File: src/rtl/gpio_spi_master_if.sv
// Register-slot bus between the AXI-Lite register block and the SPI master:
// one write strobe, the shared write-data word, and the status readback word.
interface gpio_spi_master_if;
    logic        csrStrobe;
    logic [31:0] GPIO_OUT;
    logic [31:0] status;

    modport master (
        output csrStrobe,
        output GPIO_OUT,
        input  status
    );

    modport slave (
        input  csrStrobe,
        input  GPIO_OUT,
        output status
    );
endinterface

File: src/rtl/gpio_spi_master.sv
// SPI mode-0, MSB-first, fixed-length master for configuring ADC/clock chips.
// Takes transfer commands from one register-slot write and reports status/rx data.
module gpio_spi_master #(
    parameter int CLK_DIV     = 4,
    parameter int SHIFT_WIDTH = 24,
    parameter int CS_COUNT    = 2
) (
    input  logic                s_axi_aclk,
    input  logic                s_axi_aresetn,
    gpio_spi_master_if.slave    csr,
    output logic                spiSclk,
    output logic [CS_COUNT-1:0] spiCsn,
    output logic                spiMosi,
    input  logic                spiMiso
);

    localparam int CNT_W  = $clog2(CLK_DIV);
    localparam int HALF_W = $clog2(2 * SHIFT_WIDTH);
    localparam logic [CNT_W-1:0]  DIV_LAST       = CNT_W'(CLK_DIV - 1);
    localparam logic [HALF_W-1:0] HALF_LAST      = HALF_W'(2 * SHIFT_WIDTH - 1);
    localparam logic [HALF_W-1:0] HALF_LAST_FALL = HALF_W'(2 * SHIFT_WIDTH - 2);
    localparam logic [3:0]        CS_LIMIT       = 4'(CS_COUNT);

    typedef enum logic [1:0] {
        ST_IDLE  = 2'd0,
        ST_SETUP = 2'd1,
        ST_SHIFT = 2'd2,
        ST_HOLD  = 2'd3
    } state_t;

    state_t                   state_r, state_nxt_s;
    logic [CNT_W-1:0]         div_cnt_r, div_cnt_nxt_s;
    logic [HALF_W-1:0]        half_cnt_r, half_cnt_nxt_s;
    logic [SHIFT_WIDTH-1:0]   tx_r, tx_nxt_s;
    logic [SHIFT_WIDTH-1:0]   rx_r, rx_nxt_s;
    logic [SHIFT_WIDTH-1:0]   rx_data_r, rx_data_nxt_s;
    logic                     busy_r, busy_nxt_s;
    logic                     overrun_r, overrun_nxt_s;
    logic                     bad_sel_r, bad_sel_nxt_s;
    logic                     sclk_r, sclk_nxt_s;
    logic [CS_COUNT-1:0]      csn_r, csn_nxt_s;
    logic                     div_tc_s;
    logic [2:0]               cs_idx_s;
    logic                     cs_ok_s;
    logic                     unused_s;

    assign cs_idx_s = csr.GPIO_OUT[30:28];
    assign cs_ok_s  = ({1'b0, cs_idx_s} < CS_LIMIT);
    assign div_tc_s = (div_cnt_r == DIV_LAST);
    assign unused_s = ^{csr.GPIO_OUT[31], csr.GPIO_OUT[27:SHIFT_WIDTH]};

    // Next-state and next-output logic for the transfer sequencer.
    always_comb begin
        state_nxt_s    = state_r;
        div_cnt_nxt_s  = div_cnt_r;
        half_cnt_nxt_s = half_cnt_r;
        tx_nxt_s       = tx_r;
        rx_nxt_s       = rx_r;
        rx_data_nxt_s  = rx_data_r;
        busy_nxt_s     = busy_r;
        overrun_nxt_s  = overrun_r;
        bad_sel_nxt_s  = bad_sel_r;
        sclk_nxt_s     = sclk_r;
        csn_nxt_s      = csn_r;

        case (state_r)
            ST_IDLE: begin
                div_cnt_nxt_s  = '0;
                half_cnt_nxt_s = '0;
                if (csr.csrStrobe && cs_ok_s) begin
                    state_nxt_s   = ST_SETUP;
                    tx_nxt_s      = csr.GPIO_OUT[SHIFT_WIDTH-1:0];
                    rx_nxt_s      = '0;
                    busy_nxt_s    = 1'b1;
                    overrun_nxt_s = 1'b0;
                    bad_sel_nxt_s = 1'b0;
                    csn_nxt_s     = ~(CS_COUNT'(1'b1) << cs_idx_s);
                end else if (csr.csrStrobe) begin
                    bad_sel_nxt_s = 1'b1;
                end else begin
                    state_nxt_s = ST_IDLE;
                end
            end
            ST_SETUP: begin
                if (div_tc_s) begin
                    // First SCLK rise; MOSI has been showing the MSB since SETUP began.
                    state_nxt_s   = ST_SHIFT;
                    div_cnt_nxt_s = '0;
                    sclk_nxt_s    = 1'b1;
                    rx_nxt_s      = (rx_r << 1) | SHIFT_WIDTH'(spiMiso);
                end else begin
                    div_cnt_nxt_s = div_cnt_r + 1'b1;
                end
            end
            ST_SHIFT: begin
                if (!div_tc_s) begin
                    div_cnt_nxt_s = div_cnt_r + 1'b1;
                end else if (half_cnt_r == HALF_LAST) begin
                    state_nxt_s    = ST_HOLD;
                    div_cnt_nxt_s  = '0;
                    half_cnt_nxt_s = '0;
                end else if (!half_cnt_r[0]) begin
                    // Falling edge; MOSI is left on the last bit after the final fall.
                    div_cnt_nxt_s  = '0;
                    half_cnt_nxt_s = half_cnt_r + 1'b1;
                    sclk_nxt_s     = 1'b0;
                    if (half_cnt_r != HALF_LAST_FALL) begin
                        tx_nxt_s = tx_r << 1;
                    end else begin
                        tx_nxt_s = tx_r;
                    end
                end else begin
                    div_cnt_nxt_s  = '0;
                    half_cnt_nxt_s = half_cnt_r + 1'b1;
                    sclk_nxt_s     = 1'b1;
                    rx_nxt_s       = (rx_r << 1) | SHIFT_WIDTH'(spiMiso);
                end
            end
            ST_HOLD: begin
                if (div_tc_s) begin
                    state_nxt_s   = ST_IDLE;
                    div_cnt_nxt_s = '0;
                    csn_nxt_s     = '1;
                    rx_data_nxt_s = rx_r;
                    busy_nxt_s    = 1'b0;
                end else begin
                    div_cnt_nxt_s = div_cnt_r + 1'b1;
                end
            end
            default: begin
                state_nxt_s = ST_IDLE;
                csn_nxt_s   = '1;
                sclk_nxt_s  = 1'b0;
                busy_nxt_s  = 1'b0;
            end
        endcase

        if (csr.csrStrobe && (state_r != ST_IDLE)) begin
            overrun_nxt_s = 1'b1;
        end else begin
            overrun_nxt_s = overrun_nxt_s;
        end
    end

    // State and output registers; reset aborts any transfer in flight.
    always_ff @(posedge s_axi_aclk) begin
        if (!s_axi_aresetn) begin
            state_r    <= ST_IDLE;
            div_cnt_r  <= '0;
            half_cnt_r <= '0;
            tx_r       <= '0;
            rx_r       <= '0;
            rx_data_r  <= '0;
            busy_r     <= 1'b0;
            overrun_r  <= 1'b0;
            bad_sel_r  <= 1'b0;
            sclk_r     <= 1'b0;
            csn_r      <= '1;
        end else begin
            state_r    <= state_nxt_s;
            div_cnt_r  <= div_cnt_nxt_s;
            half_cnt_r <= half_cnt_nxt_s;
            tx_r       <= tx_nxt_s;
            rx_r       <= rx_nxt_s;
            rx_data_r  <= rx_data_nxt_s;
            busy_r     <= busy_nxt_s;
            overrun_r  <= overrun_nxt_s;
            bad_sel_r  <= bad_sel_nxt_s;
            sclk_r     <= sclk_nxt_s;
            csn_r      <= csn_nxt_s;
        end
    end

    assign spiSclk    = sclk_r;
    assign spiCsn     = csn_r;
    assign spiMosi    = tx_r[SHIFT_WIDTH-1];
    assign csr.status = {busy_r, overrun_r, bad_sel_r, 5'b00000, 24'(rx_data_r)};

endmodule

File: src/flat_wrapper.sv
// flat-port wrapper written by rule: the top's interface ports become plain ports
module gpio_spi_master_flat 
#(
    parameter int CLK_DIV     = 4,
    parameter int SHIFT_WIDTH = 24,
    parameter int CS_COUNT    = 2
)
  (s_axi_aclk, s_axi_aresetn, spiSclk, spiCsn, spiMosi, spiMiso, csr_csrStrobe, csr_GPIO_OUT, csr_status);
  gpio_spi_master_if csr_i ();
  input  logic s_axi_aclk;
  input  logic s_axi_aresetn;
  output logic spiSclk;
  output logic [CS_COUNT-1:0] spiCsn;
  output logic spiMosi;
  input  logic spiMiso;
  input wire logic [$bits(csr_i.csrStrobe)-1:0] csr_csrStrobe;
  input wire logic [$bits(csr_i.GPIO_OUT)-1:0] csr_GPIO_OUT;
  output wire logic [$bits(csr_i.status)-1:0] csr_status;
  assign csr_i.csrStrobe = csr_csrStrobe;
  assign csr_i.GPIO_OUT = csr_GPIO_OUT;
  assign csr_status = csr_i.status;
  gpio_spi_master #(.CLK_DIV(CLK_DIV), .SHIFT_WIDTH(SHIFT_WIDTH), .CS_COUNT(CS_COUNT)) u_core (.s_axi_aclk(s_axi_aclk), .s_axi_aresetn(s_axi_aresetn), .csr(csr_i), .spiSclk(spiSclk), .spiCsn(spiCsn), .spiMosi(spiMosi), .spiMiso(spiMiso));
endmodule
File: config.mk
export PLATFORM = sky130hd
export DESIGN_NAME = gpio_spi_master_flat
export DESIGN_NICKNAME = d
export VERILOG_FILES = /design/src/rtl/gpio_spi_master_if.sv /design/src/rtl/gpio_spi_master.sv /design/src/flat_wrapper.sv
export SDC_FILE = /design/constraint.sdc
export NUM_CORES = 1
export LEC_CHECK = 0
export ABC_AREA = 0
export CORE_MARGIN = 1.5
export CORE_UTILIZATION = 50
export CTS_BUF_LIST = sky130_fd_sc_hd__clkbuf_16
export CTS_CLUSTER_DIAMETER = 200
export DETAILED_ROUTE_END_ITERATION = 10
export PLACE_DENSITY_LB_ADDON = 0.08
export REMOVE_ABC_BUFFERS = 1
export SLEW_MARGIN = 10
export SYNTH_ARGS = -nofsm -noshare
export SYNTH_HDL_FRONTEND = slang
export SYNTH_SLANG_ARGS = --single-unit
File: constraint.sdc
create_clock -name s_axi_aclk -period 2.5 [get_ports s_axi_aclk]
set_clock_uncertainty 0.15 [all_clocks]
set_input_delay 0.5 -clock s_axi_aclk [delete_from_list [all_inputs] [get_ports s_axi_aclk]]
set_output_delay 0.5 -clock s_axi_aclk [all_outputs]
set_load 0.01 [all_outputs]
# Word-level counts from Yosys, hierarchy flattened
# Cells that the tools add are included.
[totals] regBits=88 out_inout_bits=36 in_bits=36
[op_classes] bitwise=2 mux=40 n_shift=1 n_eq_ne=16 n_addsub=2 order_cmp=1 n_reduce_logical=21
[ops] operator="two-way mux 24 bit" count=10
[ops] operator="one-hot mux 24 bit (3 select lines)" count=1
[ops] operator="one-hot mux 24 bit (2 select lines)" count=1
[ops] operator="bitwise OR 24 x 1 -> 24 bit" count=1
[ops] operator="two-way mux 2 bit" count=9
[ops] operator="inequality test 2 x 1 -> 1 bit (second input constant)" count=7
[ops] operator="nonzero test 2 bit" count=7
[ops] operator="two-way mux 6 bit" count=2
[ops] operator="one-hot mux 6 bit (2 select lines)" count=1
[ops] operator="AND reduction 6 bit" count=2
[ops] operator="two-way mux 1 bit" count=11
[ops] operator="one-hot mux 2 bit (2 select lines)" count=2
[ops] operator="one-hot mux 2 bit (4 select lines)" count=1
[ops] operator="AND reduction 2 bit" count=4
[ops] operator="adder 6 x 1 -> 6 bit (second input constant)" count=1
[ops] operator="equality test 2 bit (second input constant)" count=3
[ops] operator="equality test 6 bit (second input constant)" count=1
[ops] operator="inequality test 6 bit (second input constant)" count=1
[ops] operator="AND reduction 5 bit" count=1
[ops] operator="inequality test 2 bit (second input constant)" count=2
[ops] operator="one-hot mux 1 bit (2 select lines)" count=2
[ops] operator="AND reduction 4 bit" count=1
[ops] operator="less-than comparator 3 x 2 -> 1 bit (second input constant)" count=1
[ops] operator="inequality test 3 x 2 -> 1 bit (second input constant)" count=1
[ops] operator="other kinds (9)" count=10

# Logic depth before layout (Yosys ltp)
# Gate-level depths: netlist of run 1.
[logic_depth] ltp_word=6 mapped_depth=9 mapped_depth_nobuf=6

# Least setup slack after synthesis of run 1
# No wires, ideal clock.
[synth_timing] path_kind="register to register" startpoint="reg u_core.state_r[0]" endpoint="reg u_core.rx_r[10]" required_time_ps=2232 synth_period_minus_slack_ps=2263 path_slack_ps=237 arrival_ps=1995 stages_incl_launch_ff=10 cell_sequence="dfxtp_1 -> inv_1 -> ha_1 -> clkbuf_1 -> and3b_1 -> and2_1 -> or4_4 -> buf_6 -> buf_12 -> mux2i_1"
[synth_between] elab_chain_cells=3 word_cells_on_any_way=11
[synth_rtl] item="from (decl)" line="gpio_spi_master.sv:31" source="state_t state_r, state_nxt_s;"
[synth_rtl] item="from (signal assigned)" line="gpio_spi_master.sv:160" source="state_r <= state_nxt_s;"
[synth_rtl] item="equality test 2 bit (tied with other cells)" line="gpio_spi_master.sv:66" source="case (state_r)"
[synth_rtl] item="inequality test 2 x 1 -> 1 bit (no source line) (tied with other cells)"
[synth_rtl] item="AND reduction 6 bit (no source line)"
[synth_rtl] item="to (signal assigned)" line="gpio_spi_master.sv:164" source="rx_r <= rx_nxt_s;"
[synth_rtl] item="to (decl)" line="gpio_spi_master.sv:35" source="logic [SHIFT_WIDTH-1:0] rx_r, rx_nxt_s;"
# Several ways; a longest one is shown, not always the timed one.
# A chain may end at the register's enable or synchronous reset.

# Final worst setup path of run 1
[layout_timing] startpoint="in csr_csrStrobe" endpoint="reg u_core.rx_r[15]"
[layout_between] elab_chain_cells=3
[layout_rtl] item="from (decl)" line="flat_wrapper.sv:16" source="input wire logic [$bits(csr_i.csrStrobe)-1:0] csr_csrStrobe;"
[layout_rtl] item="logical AND 1 bit" line="gpio_spi_master.sv:70" source="if (csr.csrStrobe && cs_ok_s) begin"
[layout_rtl] item="inequality test 2 x 1 -> 1 bit (no source line)"
[layout_rtl] item="AND reduction 6 bit (no source line)"
# No other way between the ends.

==> results of run 1 <==
registers in the layout, indices dropped and copies added, names as in the netlist, 2 cells and up:
signal,flops
u_core.rx_data_r,24
u_core.tx_r,24
u_core.rx_r,24
u_core.half_cnt_r,6
u_core.spiCsn,2
u_core.div_cnt_r,2
u_core.state_r,2
final timing paths:
check / start / to / slack [ns] / cells after the start
setup / recovery: csr_csrStrobe / u_core.rx_r[15]$_SDFFE_PN0P_ / 0.18 / 6
hold / removal: u_core.div_cnt_r[0]$_SDFF_PP0_ / u_core.div_cnt_r[0]$_SDFF_PP0_ / 0.29 / 1
setup reg to reg: u_core.state_r[0]$_SDFFE_PN0P_ / u_core.half_cnt_r[5]$_SDFFE_PN0P_ / 0.30 / 8
hold reg to reg: u_core.div_cnt_r[0]$_SDFF_PP0_ / u_core.div_cnt_r[0]$_SDFF_PP0_ / 0.29 / 1
through the flow:
step                hold WS, ns  power [mW]  cell area (um^2)  TNS (ns)
floorplan                 0.258        1.66              3740    -30.19
global placement          0.264        1.80              4650     -3.19
detailed placement        0.276        1.81              4650     -3.53
CTS                       0.286        3.02              4920         0
global route              0.317        3.12              4930         0
finish                    0.286        3.00              4930         0
cell families (layout without fill, tap and decap cells):
logic type	count (synthesis)	count (layout)	share of synthesized area
xor gates and xnor gates	2	2	0.00441
adders and majority gates	8	8	0.0252
and+or+nand+nor	171	171	0.216
muxes	25	25	0.0629
other	1	5	0.000943
buffers and inverters	52	99	0.0667
AOI/OAI and AO/OA	122	122	0.180
DFF	88	88	0.443
metal layers:
layer,vias to the layer above,track usage,share of wire
met1,1522,0.264,0.50
met4,0,0.0744,0.013
met2,58,0.328,0.45
met5,-,0,0
met3,10,0.0398,0.037
li1,1708,-,-
worst max-delay path: cells and delay by family:
| family | cells | cell delay (ns) |
|---|---|---|
| buffers and inverters | 2 | 0.66 |
| multiplexers | 1 | 0.14 |
| AND/OR/NAND/NOR | 3 | 1.07 |
cell usage in the layout (no fill, tap or decap), drive strengths merged, types with 5 or more instances in the layout:
master / Yosys / layout
a21oi: 55 / 55
and2: 6 / 6
buf: 12 / 18
clkbuf: 35 / 9
clkdlybuf4s50: 0 / 60
conb: 1 / 5
dfxtp: 88 / 88
ha: 8 / 8
inv: 5 / 6
mux2i: 25 / 25
nand2: 80 / 80
nand3: 28 / 28
nand3b: 23 / 23
nor2: 12 / 12
o21a: 23 / 23
o21ai: 28 / 28
where the power goes:
part	internal, mW	switching [mW]	total (mW)
clock	0.671	0.556	1.23
sequential	1.44	0.0164	1.45
combinational	0.163	0.160	0.322
total	2.27	0.732	3.00
final cells by class:
type | instances | area, um^2
Fill cell | 692 | 2800
Multi-Input combinational cell | 333 | 1970
Sequential cell | 88 | 1760
Timing Repair Buffer | 78 | 774
Clock buffer | 9 | 225
Tap cell | 102 | 128
Clock inverter | 7 | 47.5
Inverter | 5 | 18.8
==> out/qor.yml, run 1 <==
die:
  rows: 32
  die_h_um: 92.2
  die_area_um2: 8500
  fp.dieW_um: 92.2
  ios: 72
  initial_utilization: 0.515
  core_area_um2: 7730
layout:
  syn_to_final_growth_pct: 23.9
  fin_cells: 622
  nets: 559
  diodes: 0
  drive_above_1_share: 0.0750
  final_core_util: 0.638
grt:
  antenna_found_initial: 0
  grt-ovfl-total: 0
  grt_pass1_wl_um: 14000
  grt_max_degree: 56
  gr-usage-all-layers: 0.202
  grt_pass1_vias: 3037
logic_synthesis:
  synth_area_per_cell_um2: 8.48
  yosys_warnings: 0
  synth_top_area_cell: "dfxtp_1"
  syn-instance-count: 469
  synthArstFlopShare: 0
  ys_ff_latch: 88
  synth_ff_type: "dfxtp_1"
  synth-edff-count: 0
  netlist_top_cells_area: "dfxtp_1 44%, nand2_1 7.6%, a21oi_1 6.9%"
  yosysSeqAreaShare: 0.443
  synth_top_area_frac: 0.443
  yosysMostFrequentCell: "dfxtp_1"
  synthTopCellsByCount: "88 x dfxtp_1, 80 x nand2_1, 55 x a21oi_1, 35 x clkbuf_1"
  synth.distinct_cells: 48
  syn_area_um2: 3980
setup_path:
  max_stage_delay_ns: 0.52
  path_cells: "clkdlybuf4s50_1 > or3b_4 > and2_4 > or4_4 > buf_12 > mux2i_1"
  critPathRequiredTime_ns: 2.56
  critPathKind: "in2reg"
  crit_path_end_kind: "flop"
  crit_slowest_cell: "or4_4"
  critPathMaxFanout: 24
  worstSetupStartpointType: "input pin"
  critPathArrivalTime_ns: 2.38
sta:
  max_freq_ghz: 0.431
  setup_viol: 0
  max_slew_margin: 0.661
  min_period_over_period: 0.928
  hold_viol_final: 0
  min_period_ns: 2.32
  worst_slack_ns: 0.179
  tightest_slew_ns: 0.508
  drv_slew: 0
  rsz0062_at_grt: "no"
run:
  cap_violations: 0
clock_network:
  clock_latency_ns: 0.33
  root_buffer: "clkbuf_16"
  cts_resized: 0
  cts_setup_buffers: 0
  holdBufCountCts: 0
  path_clk_slew_ns: 0.06
  htree_levels: 3
  numCtsBuffers: 9
  ctsLongestPathBuffers: 2
  cts_tree: "yes"
  numClockSinks: 88
min_path:
  hp-class: "reg2reg"
drt:
  via_count: 3298
  drc: 0
  ant_nets: 0
  drt_iter0_drc: 132
  wl_um: 8170
  via_per_inst: 5.30
  wl_per_cell_um: 13.1
  drtPass1Iterations: 4
placement:
  hpwl_um: 5220
  port_buffers: 61
  dpl_worst_slack_ns: -0.166
  place.gp.congestion: 0.841
  dp_cells: 606
outcome:
  outcome: "finished clean"
power:
  ir_worst_vdd_mv: 0.465
  cellLeakagePower_nw: 1.83
  power_density_nw_per_um2: 609
Power figures use the tool's default switching activity.
==> inputs of run 2 (changes only) <==
- CAP_MARGIN: default -> 20
- SKIP_LAST_GASP: default -> 1
==> results of run 2 <==
No change in the layout: final DEF, timing and power equal those of run 1.
==> inputs of run 3 (changes only) <==
- CORE_ASPECT_RATIO: default -> 1.4
==> run 3 against run 2 <==
Power about the same; via count increased by 2.3%; non-clock buffer count rose by 2; count of clock-buffer cells in the layout is the same; die area about the same; register-to-register slack about the same; critical endpoint is now u_core.rx_r[16]$_SDFFE_PN0P_; cell count did not move; utilization down 0.10 points; sequential power hardly changed; hold slack got worse by 0.00092 ns; critical path depth is the same; combinational power barely moved.
==> out/qor.yml, run 3 (synthesis gave the netlist of run 1 again) <==
drt:
  via_count: 3373  # +2.3%
  drtPass1Iterations: 4  # unchanged
  wl_per_cell_um: 13.4  # +2.1%
  wl_um: 8340  # +2.1%
  drc: 0  # unchanged
  ant_nets: 0  # unchanged
  drt_iter0_drc: 146  # +11%
  via_per_inst: 5.42  # +2.3%
clock_network:
  cts_resized: 0  # unchanged
  numCtsBuffers: 9  # unchanged
  htree_levels: 3  # unchanged
  cts_tree: "yes"
  clock_latency_ns: 0.33  # about the same
  ctsLongestPathBuffers: 2  # unchanged
  numClockSinks: 88  # unchanged
  root_buffer: "clkbuf_16"
  holdBufCountCts: 0  # unchanged
  cts_setup_buffers: 0  # unchanged
  path_clk_slew_ns: 0.06  # about the same
layout:
  reg_top3: "u_core.rx_data_r x24, u_core.rx_r x24, u_core.tx_r x24"
  nets: 561  # +0.36%
  syn_to_final_growth_pct: 24.1
  diodes: 0  # unchanged
  mostFrequentLayoutCells: "88 x dfxtp_1, 80 x nand2_1, 60 x clkdlybuf4s50_1"
  drive_above_1_share: 0.0747  # -0.000287
  fin_cells: 622  # unchanged
  layout_commonest_cell: "dfxtp_1"
  final_core_util: 0.637  # -0.00105
die:
  fp.dieW_um: 78.4  # -15%
  initial_utilization: 0.513  # -0.00150
  core_area_um2: 7750  # +0.29%
  die_area_um2: 8500  # about the same
  rows: 38  # +19%
  die_h_um: 109  # +18%
  ios: 72  # unchanged
setup_path:
  critPathKind: "in2reg"
  ff2ff_setup_slack_ns: 0.29  # about the same
  critPathMaxFanout: 24  # unchanged
  worstSetupStartpointType: "input pin"
  critPathArrivalTime_ns: 2.38  # about the same
  critPathRequiredTime_ns: 2.56  # about the same
  crit_path_end_kind: "flop"
power:
  power_density_nw_per_um2: 608  # -0.14%
  cellLeakagePower_nw: 1.84  # +0.82%
  ir_worst_vdd_mv: 0.538  # +16%
grt:
  grt-ovfl-total: 0  # unchanged
  grt_max_degree: 56  # unchanged
  grt_pass1_wl_um: 13900  # -0.39%
  gr-usage-all-layers: 0.203  # +0.00108
  antenna_found_initial: 0  # unchanged
  grt_pass1_vias: 3142  # +3.5%
sta:
  hold_viol_final: 0  # unchanged
  setup_viol: 0  # unchanged
  setup_tns_ns: 0  # unchanged
  min_period_over_period: 0.925  # -0.00353
  max_slew_margin: 0.582  # -0.0799
  drv_slew: 0  # unchanged
  rsz0062_at_grt: "no"
  hold_slack_ns: 0.285  # -0.000917 ns
  tightest_slew_ns: 0.627  # +0.119 ns
  max_freq_ghz: 0.433  # +0.38%
  min_period_ns: 2.31  # -0.00881 ns
min_path:
  hp-class: "reg2reg"
placement:
  port_buffers: 61  # unchanged
  dp_cells: 606  # unchanged
  hpwl_um: 5450  # +4.4%
  place.gp.congestion: 0.848  # +0.81%
run:
  cap_violations: 0  # unchanged
outcome:
  outcome: "finished clean"
-- run 3: cell count changes in the layout (fill, tap and decap cells not counted), sizes merged --
cell	change
buf	+2
clkinvlp	-1
inv	+1
-- run 3: layer usage --
| layer | global-route usage | routed length [um] | vias to the layer above |
|---|---|---|---|
| met5 | 0 | 0 | - |
| met4 | 0.0651 | 93 | 0 |
| met3 | 0.0329 | 271 | 8 |
| met2 | 0.366 | 4140 | 46 |
| met1 | 0.244 | 3840 | 1610 |
| li1 | - | - | 1709 |
-- run 3: area by class of cell --
class,count,area [um^2]
Fill cell,700,2820
Timing Repair Buffer,80,786
Inverter,5,18.8
Tap cell,100,125
Clock inverter,7,47.5
Clock buffer,9,225
Sequential cell,88,1760
Multi-Input combinational cell,333,1970
-- run 3: per-stage QoR --
stage               instance area [um^2]  total power, mW  setup WS, ns
CTS                                 4930             3.03         0.197
global route                        4930             3.13         0.128
floorplan                           3740             1.66         -1.07
global placement                    4660             1.80        -0.130
detailed placement                  4660             1.81        -0.150
finish                              4930             3.00         0.188
-- run 3: worst paths after layout --
path	cells after the start	start	end
hold reg to reg	1	u_core.div_cnt_r[0]$_SDFF_PP0_	u_core.div_cnt_r[0]$_SDFF_PP0_
setup / recovery	6	csr_csrStrobe	u_core.rx_r[16]$_SDFFE_PN0P_
setup reg to reg	7	u_core.state_r[0]$_SDFFE_PN0P_	u_core.rx_r[16]$_SDFFE_PN0P_
hold / removal	1	u_core.div_cnt_r[0]$_SDFF_PP0_	u_core.div_cnt_r[0]$_SDFF_PP0_
-- run 3: report_power, final --
part / leakage, nW / switching (mW) / internal [mW] / total (mW)
registers: 0.712 / 0.0166 / 1.44 / 1.45
logic: 1.01 / 0.160 / 0.164 / 0.324
clock network: 0.127 / 0.553 / 0.671 / 1.22
total: 1.84 / 0.730 / 2.27 / 3.00
-- run 3: worst max-delay path, stage by stage --
cell	delay, ns
clkdlybuf4s50_1	0.47
or3b_4	0.38
and2_4	0.17
or4_4	0.52
buf_12	0.19
mux2i_1	0.13
